==> config.mk <==
export PLATFORM = sky130hd
export DESIGN_NAME = mem_arbiter_n
export DESIGN_NICKNAME = d
export VERILOG_FILES = /design/src/rtl/mem_arbiter_n.sv
export SDC_FILE = /design/constraint.sdc
export NUM_CORES = 1
export LEC_CHECK = 0
export ABC_CLOCK_PERIOD_IN_PS = 2300
export BUFFER_PORTS_ARGS = -buffer_cell sky130_fd_sc_hd__buf_4
export CAP_MARGIN = 20
export CORE_AREA = 2 2 663 665
export DETAILED_ROUTE_END_ITERATION = 10
export DIE_AREA = 0 0 665 667
export GPL_ROUTABILITY_DRIVEN = 1
export GPL_TIMING_DRIVEN = 1
export PLACE_DENSITY = 0.31
export RECOVER_POWER = 50
export SLEW_MARGIN = 20
export SYNTH_ARGS = -nofsm -noshare
export SYNTH_HDL_FRONTEND = slang
export SYNTH_SLANG_ARGS = --single-unit
==> constraint.sdc <==
create_clock -name clk -period 2.3 [get_ports clk]
set_input_delay 0.46 -clock clk [delete_from_list [all_inputs] [get_ports clk]]
set_output_delay 0.46 -clock clk [all_outputs]
set_load 0.005 [all_outputs]
==> src/rtl/mem_arbiter_n.sv <==
// mem_arbiter_n: N-channel cacheline arbiter in front of a single memory port.
// One transaction is in flight at a time. The state machine walks
// IDLE -> BUSY -> DONE -> IDLE.
// Optional feature: define MEM_ARB_RR_EN for round-robin selection.
// Without it, selection is fixed priority (lowest index wins) and no pointer register exists.
//
// Handshake: a channel's ch_read/ch_write is a level-held valid. It stays up until
// that channel's ch_resp bit pulses for one cycle, which marks completion.
// On the memory side, mem_read/mem_write is a level-held valid that stays up
// until mem_resp is seen high at a rising edge.
module mem_arbiter_n #(
  parameter int NUM_CH = 3,
  parameter int LINE_W = 256,
  parameter int ADDR_W = 32
) (
  input  logic                     clk,
  input  logic                     reset_n,
  input  logic [NUM_CH-1:0]        ch_read,
  input  logic [NUM_CH-1:0]        ch_write,
  input  logic [NUM_CH*ADDR_W-1:0] ch_address,
  input  logic [NUM_CH*LINE_W-1:0] ch_wdata,
  output logic [LINE_W-1:0]        ch_rdata,
  output logic [NUM_CH-1:0]        ch_resp,
  output logic                     mem_read,
  output logic                     mem_write,
  output logic [ADDR_W-1:0]        mem_address,
  output logic [LINE_W-1:0]        mem_wdata,
  input  logic [LINE_W-1:0]        mem_rdata,
  input  logic                     mem_resp,
  // Debug view of the FSM: 0 = IDLE, 1 = BUSY, 2 = DONE
  output logic [1:0]               state_o
);

  localparam int IDX_W = (NUM_CH > 1) ? $clog2(NUM_CH) : 1;

  typedef enum logic [1:0] {
    ST_IDLE = 2'd0,
    ST_BUSY = 2'd1,
    ST_DONE = 2'd2
  } state_e;

  state_e              state_q, state_d;
  logic [ADDR_W-1:0]   addr_q, addr_d;
  logic [LINE_W-1:0]   wdata_q, wdata_d;
  logic                wr_q, wr_d;
  logic [IDX_W-1:0]    idx_q, idx_d;

  logic [NUM_CH-1:0]   req;
  logic                grant_vld;
  logic [IDX_W-1:0]    grant_idx;

  // Read+write on the same channel counts as a write later; here it is just "requesting".
  assign req = ch_read | ch_write;

`ifdef MEM_ARB_RR_EN
  logic [IDX_W-1:0]    last_q, last_d;

  // Round-robin pick: scan starting one past the last granted channel.
  always_comb begin
    int cand;
    grant_vld = 1'b0;
    grant_idx = '0;
    cand      = 0;
    for (int k = 1; k <= NUM_CH; k++) begin
      cand = (int'({1'b0, last_q}) + k) % NUM_CH;
      if (!grant_vld && req[cand]) begin
        grant_vld = 1'b1;
        grant_idx = IDX_W'(cand);
      end
    end
  end

  // Pointer moves only when a grant is actually taken in IDLE.
  always_comb begin
    last_d = last_q;
    if (state_q == ST_IDLE && grant_vld) begin
      last_d = grant_idx;
    end
  end

  // Pointer register; resets so that channel 0 is searched first.
  always_ff @(posedge clk or negedge reset_n) begin
    if (!reset_n) begin
      last_q <= IDX_W'(NUM_CH - 1);
    end else begin
      last_q <= last_d;
    end
  end
`else
  // Fixed priority pick: scan downwards so the lowest requesting index wins.
  always_comb begin
    grant_vld = 1'b0;
    grant_idx = '0;
    for (int k = NUM_CH - 1; k >= 0; k--) begin
      if (req[k]) begin
        grant_vld = 1'b1;
        grant_idx = IDX_W'(k);
      end
    end
  end
`endif

  // Next state and transaction capture. Channel inputs are only looked at in IDLE.
  always_comb begin
    state_d = state_q;
    addr_d  = addr_q;
    wdata_d = wdata_q;
    wr_d    = wr_q;
    idx_d   = idx_q;
    case (state_q)
      ST_IDLE: begin
        if (grant_vld) begin
          state_d = ST_BUSY;
          addr_d  = ch_address[grant_idx*ADDR_W +: ADDR_W];
          wdata_d = ch_wdata[grant_idx*LINE_W +: LINE_W];
          wr_d    = ch_write[grant_idx];
          idx_d   = grant_idx;
        end
      end
      ST_BUSY: begin
        if (mem_resp) begin
          state_d = ST_DONE;
        end
      end
      ST_DONE: begin
        state_d = ST_IDLE;
      end
      default: begin
        state_d = ST_IDLE;
      end
    endcase
  end

  // State and latched transaction registers. Reset abandons any transaction in flight.
  always_ff @(posedge clk or negedge reset_n) begin
    if (!reset_n) begin
      state_q <= ST_IDLE;
      addr_q  <= '0;
      wdata_q <= '0;
      wr_q    <= 1'b0;
      idx_q   <= '0;
    end else begin
      state_q <= state_d;
      addr_q  <= addr_d;
      wdata_q <= wdata_d;
      wr_q    <= wr_d;
      idx_q   <= idx_d;
    end
  end

  // Memory side is driven purely from the latched registers.
  assign mem_read    = (state_q == ST_BUSY) && !wr_q;
  assign mem_write   = (state_q == ST_BUSY) && wr_q;
  assign mem_address = addr_q;
  assign mem_wdata   = wdata_q;

  // Completion is combinational in the cycle mem_resp arrives; rdata is a plain broadcast.
  assign ch_resp  = (state_q == ST_BUSY && mem_resp) ? (NUM_CH'(1) << idx_q) : '0;
  assign ch_rdata = mem_rdata;
  assign state_o  = state_q;

endmodule

; After elaboration in Yosys (flattened, before gate mapping)
; Cells that the tools add are included.
[totals]
ff_bits = 293
in_bits = 1129
wordCells = 32
[classes]
magnitude_cmp = 1
n_eq_ne = 3
n_shift = 3
n_mux = 12
n_bitwise = 1
n_reduce_logical = 7
[ops]
columns = cell, n
row1 = $shiftx 768x11->256, 1
row2 = $shiftx 96x8->32, 1
row3 = $mux 2, 5
row4 = $mux 1, 4
row5 = $ne 2x2->1 const B, 2
row6 = $pmux 2 s2, 1
row7 = $reduce_and 2->1, 2
row8 = $logic_and 1x1->1, 3
row9 = $lt 2x3->1 const B, 1
row10 = $mux 3, 1
row11 = $or 3x3->3, 1
row12 = $shl 1x2->3 const A, 1
row13 = $bmux 1 s2, 1
row14 = $eq 2x1->1 const B, 1
row15 = $logic_not 2->1, 1
row16 = $logic_not 1->1, 1

; Depth between registers and ports, before layout
[logic_depth]
depth_word = 6
depth_mapped = 7
mapped_depth_nobuf = 4

; Worst setup path after synthesis
; No wires, ideal clock.
[synth_path]
path_kind = input to register
from = input ch_read[0]
to = register addr_q[0], in the netlist mem_address[0]
t_arrival_ns = 1.749
required_ns = 2.174
setup_slack_ns = 0.425
stages = 7
path_buffers = 3
cell_sequence = or4_4 > and2_1 > buf_2 > buf_6 > buf_2 > a21oi_1 > o21ai_1
[synth_via]
elab_chain_len = 3
word_cells_on_any_way = 5
classes_between = shift: 1 / mux: 2 / bitwise: 1 / reduce/logical: 1
[synth_rtl]
columns = element, line_no
row1 = "start, declared", 18  ; input logic [NUM_CH-1:0] ch_read,
row2 = $or 3x3->3 *, 53  ; assign req = ch_read | ch_write;
row3 = $mux 2 or $mux 1 (tied branches), 95  ; if (req[k]) begin
row4 = $shiftx 96x8->32 or $reduce_and 2->1 (tied branches), n/a
row5 = "end signal, assigned", 144  ; addr_q <= addr_d;
row6 = "end, declared", 43  ; logic [ADDR_W-1:0] addr_q, addr_d;
; Mark *: on every way between the ends. The rest lies on a longest branch, timed or not.
; A chain may end at the register's enable or synchronous reset.

; Worst setup path after layout
[layout_path]
from = register state_q[1], in the netlist state_o[1]
to = output ch_resp[1]
[layout_via]
elab_chain_len = 3
[layout_rtl]
columns = element, line_no
row1 = "start, declared", 42  ; state_e state_q, state_d;
row2 = "start signal, assigned", 143  ; state_q <= state_d;
row3 = $eq 2x1->1, 158  ; assign ch_resp = (state_q == ST_BUSY && mem_resp) ? (NUM_CH'(1) << idx_q) : '0;
row4 = $logic_and 1x1->1, 158
row5 = $mux 3, 158
row6 = "end, declared", 23  ; output logic [NUM_CH-1:0] ch_resp,
; No other way between the ends.

==> flow_summary.ini <==
[job]
drv_cap = 1

[setup_path]
critical_path_required_ns = 1.84
path_class = flip-flop to output port
crit_path_cell_trace = buf_6 > nor2b_4 > nand2_2 > buf_12 > nor3b_4 > buf_4
startpoint_type = flip-flop
slowest_delay_ns = 0.38
end_kind = output port
cp_top_family = buffers and inverters
cp_max_fo = 4
cp_num_buf_inv = 3
crit_path_top_delay_cell = dfrtp_1
r2r_slack_ns = 0.01
cp.arrival_ns = 1.90

[global_routing]
grt-ovfl-total = 0
grt_pass1_wl_mm = 300
grt_pass1_vias = 25700
antenna_found_initial = 41
grt_usage_pct = 10.6
grt_max_degree = 86

[floorplanning]
die_y_microns = 667
ios = 1680
start_util_pct = 4.24
core_sq_um = 437000
die_area_sq_um = 444000
fp-row-count = 243
dieWidth_microns = 665

[placed_design]
portBuffers = 1167
dpl.hpwl_mm = 216
finalWeightedCongestion = 0.870
dp_slack_ns = -0.695

[sta]
max_freq_mhz = 423
rsz0062_at_grt = true
setup_slack_ns = -0.0614
setup_viol_count_final = 3
worst_pin_slew_ns = 1.57
hold_viol = 0
finalMaxSlewViolations = 35
period_share_pct = 103
finClkSkew_ns = 0.0235
relSlewSlack_pct = -4.35
post-route-min-period_ns = 2.36

[logic_synthesis]
syn_nets = 3368
synth_area_sq_um = 18500
yosysUniqueCellTypes = 24
synth_top_area_share_pct = 39.6
synth_edf_count = 0
synth_area_leaders = dfrtp_1, a211oi_1, buf_4, and3_1, a21oi_1
synth.most_common_cell = dfrtp_1
synthCells = 2239
synth_area_leader_cell = dfrtp_1
synth_commonest_cells = dfrtp_1, nand2_1, a21oi_1
ys_ff_latch = 293
yosysSeqAreaShare_pct = 39.6
avgSynthCellArea_sq_um = 8.28
ys_warn_count = 0
async_flop_share_pct = 100
synth_ff_type = dfrtp_1

[worst_hold_path]
hp-class = input port to flip-flop

[clock_tree]
clkSinkCount = 293
clockBufferDepth = 3
clkTransAtPathRegs_ns = 0.06
root_buffer = clkbuf_16
insertion_delay_ns = 0.71
cts_buffers = 48
cts_tree = yes
htreeDepth = 2

[power]
vdd_ir_drop_max_mv = 0.581
p_leak_uw = 0.0167
p_total_uw = 42600
p_per_area_nw_per_um2 = 1060

[routing]
detail-route-antenna-nets = 0
wl_per_cell_microns = 25.8
dr.pass1.iters = 5
drt_wl_total_mm = 244
drt_first_iter_violations = 1415
vias = 23600
vias_per_cell = 2.49
drc = 0

[final_layout]
drive_gt1_share_pct = 38.3
area_delta_synth_final_pct = 116
final_nets = 4789

[run_status]
run_status = finished with violations
failed_checks = capacitance limit, slew limit, setup timing
==> sequential cells by signal, summed over array words and instances, names as in the netlist <==
signal and cells:
mem_wdata 256, mem_address 32, idx_q 2, state_o 2, wr_q 1
==> worst reg2reg max path, cell delays in order (launching register included) <==
cell      delay [ns]
dfrtp_1         0.41
nor2_1          0.12
clkbuf_2        0.37
and2_4          0.28
buf_4           0.18
buf_12          0.20
buf_12          0.33
a21oi_1         0.14
o21ai_0         0.17
==> placed cells by master (no fill, tap or decap), types with 2 or more instances in the layout <==
| master | n |
|---|---|
| buf_4 | 1251 |
| dlygate4sd3_1 | 512 |
| dfrtp_1 | 293 |
| a21oi_1 | 289 |
| nand2_1 | 289 |
| and3_1 | 288 |
| a211oi_1 | 288 |
| o21ai_1 | 222 |
| o21ai_0 | 69 |
| buf_12 | 52 |
| clkbuf_16 | 48 |
| clkbuf_1 | 24 |
| clkbuf_8 | 14 |
| clkinv_2 | 8 |
| diode_2 | 7 |
| clkbuf_2 | 7 |
| inv_6 | 5 |
| buf_6 | 5 |
| nor2_1 | 4 |
| clkbuf_4 | 3 |
| nor2b_4 | 2 |
| and2_4 | 2 |
| inv_1 | 2 |
| bufinv_16 | 2 |
| clkinv_4 | 2 |
==> what timing repair did <==
item	CTS	global route
hold endpoints to repair	312	0
setup endpoints to repair	5	6
pin swaps	2	0
resized for setup	8	3
hold buffers	512	0
buffers inserted	1	0
==> layer usage <==
metal / global-route usage (%) / vias to the layer above / wire length (microns)
met5: 0.608 / - / 458
met4: 4.04 / 14 / 10500
met3: 6.90 / 304 / 35400
met2: 18.8 / 1250 / 122000
met1: 9.44 / 11400 / 75700
li1: - / 10600 / -
==> cell type report <==
| class | count | area (sq um) |
|---|---|---|
| multi-input cells | 1466 | 8140 |
| flip-flops and latches | 293 | 7330 |
| fillers | 51100 | 397000 |
| repair buffers | 1849 | 15800 |
| clock buffers | 68 | 1420 |
| inverters | 2 | 7.51 |
| diodes | 7 | 17.5 |
| well taps | 5757 | 7200 |
| clock inverters | 19 | 198 |
==> report_power, final <==
| group | internal [uW] | switching, uW |
|---|---|---|
| registers | 7840 | 2360 |
| clock network | 4510 | 3340 |
| logic | 8700 | 15800 |
==> path summary, 6_finish.rpt <==
check                                       end  cells past startpoint            start
worst max-delay path                 ch_resp[1]                      6       state_o[1]
worst min-delay path            mem_address[15]                      3   ch_address[15]
worst max register to register    mem_wdata[41]                      8       state_o[0]
worst min register to register  mem_address[25]                      2  mem_address[25]
max in group asynchronous        mem_wdata[100]                      3          reset_n
min in group asynchronous         mem_wdata[66]                      2          reset_n
==> logic make-up (layout without fill, tap and decap cells) <==
logic type / Yosys count / after routing / share of synthesized area [%]
and+or+nand+nor: 596 / 596 / 16.2
other: 0 / 7 / 0
DFF: 293 / 293 / 39.6
buffers and inverters: 480 / 1938 / 16.8
AOI/OAI and AO/OA: 869 / 869 / 27.4
muxes: 1 / 1 / 0.0608
==> metrics by stage <==
stage	TNS (ns)	instances	utilization [%]	instance area (sq um)	hold slack (ns)
6_report	-0.128	9461	9.18	40100	0.0981
5_1_grt	-9.64	9457	9.18	40100	0.0516
4_1_cts	-0.550	9454	9.21	40200	0.000928
3_5_place_dp	-18.21	8854	7.66	33400	0.422
3_3_place_gp	-14.43	8854	7.66	33400	0.423
2_1_floorplan	0	2239	-	18500	0.164
Power figures use the tool's default switching activity.
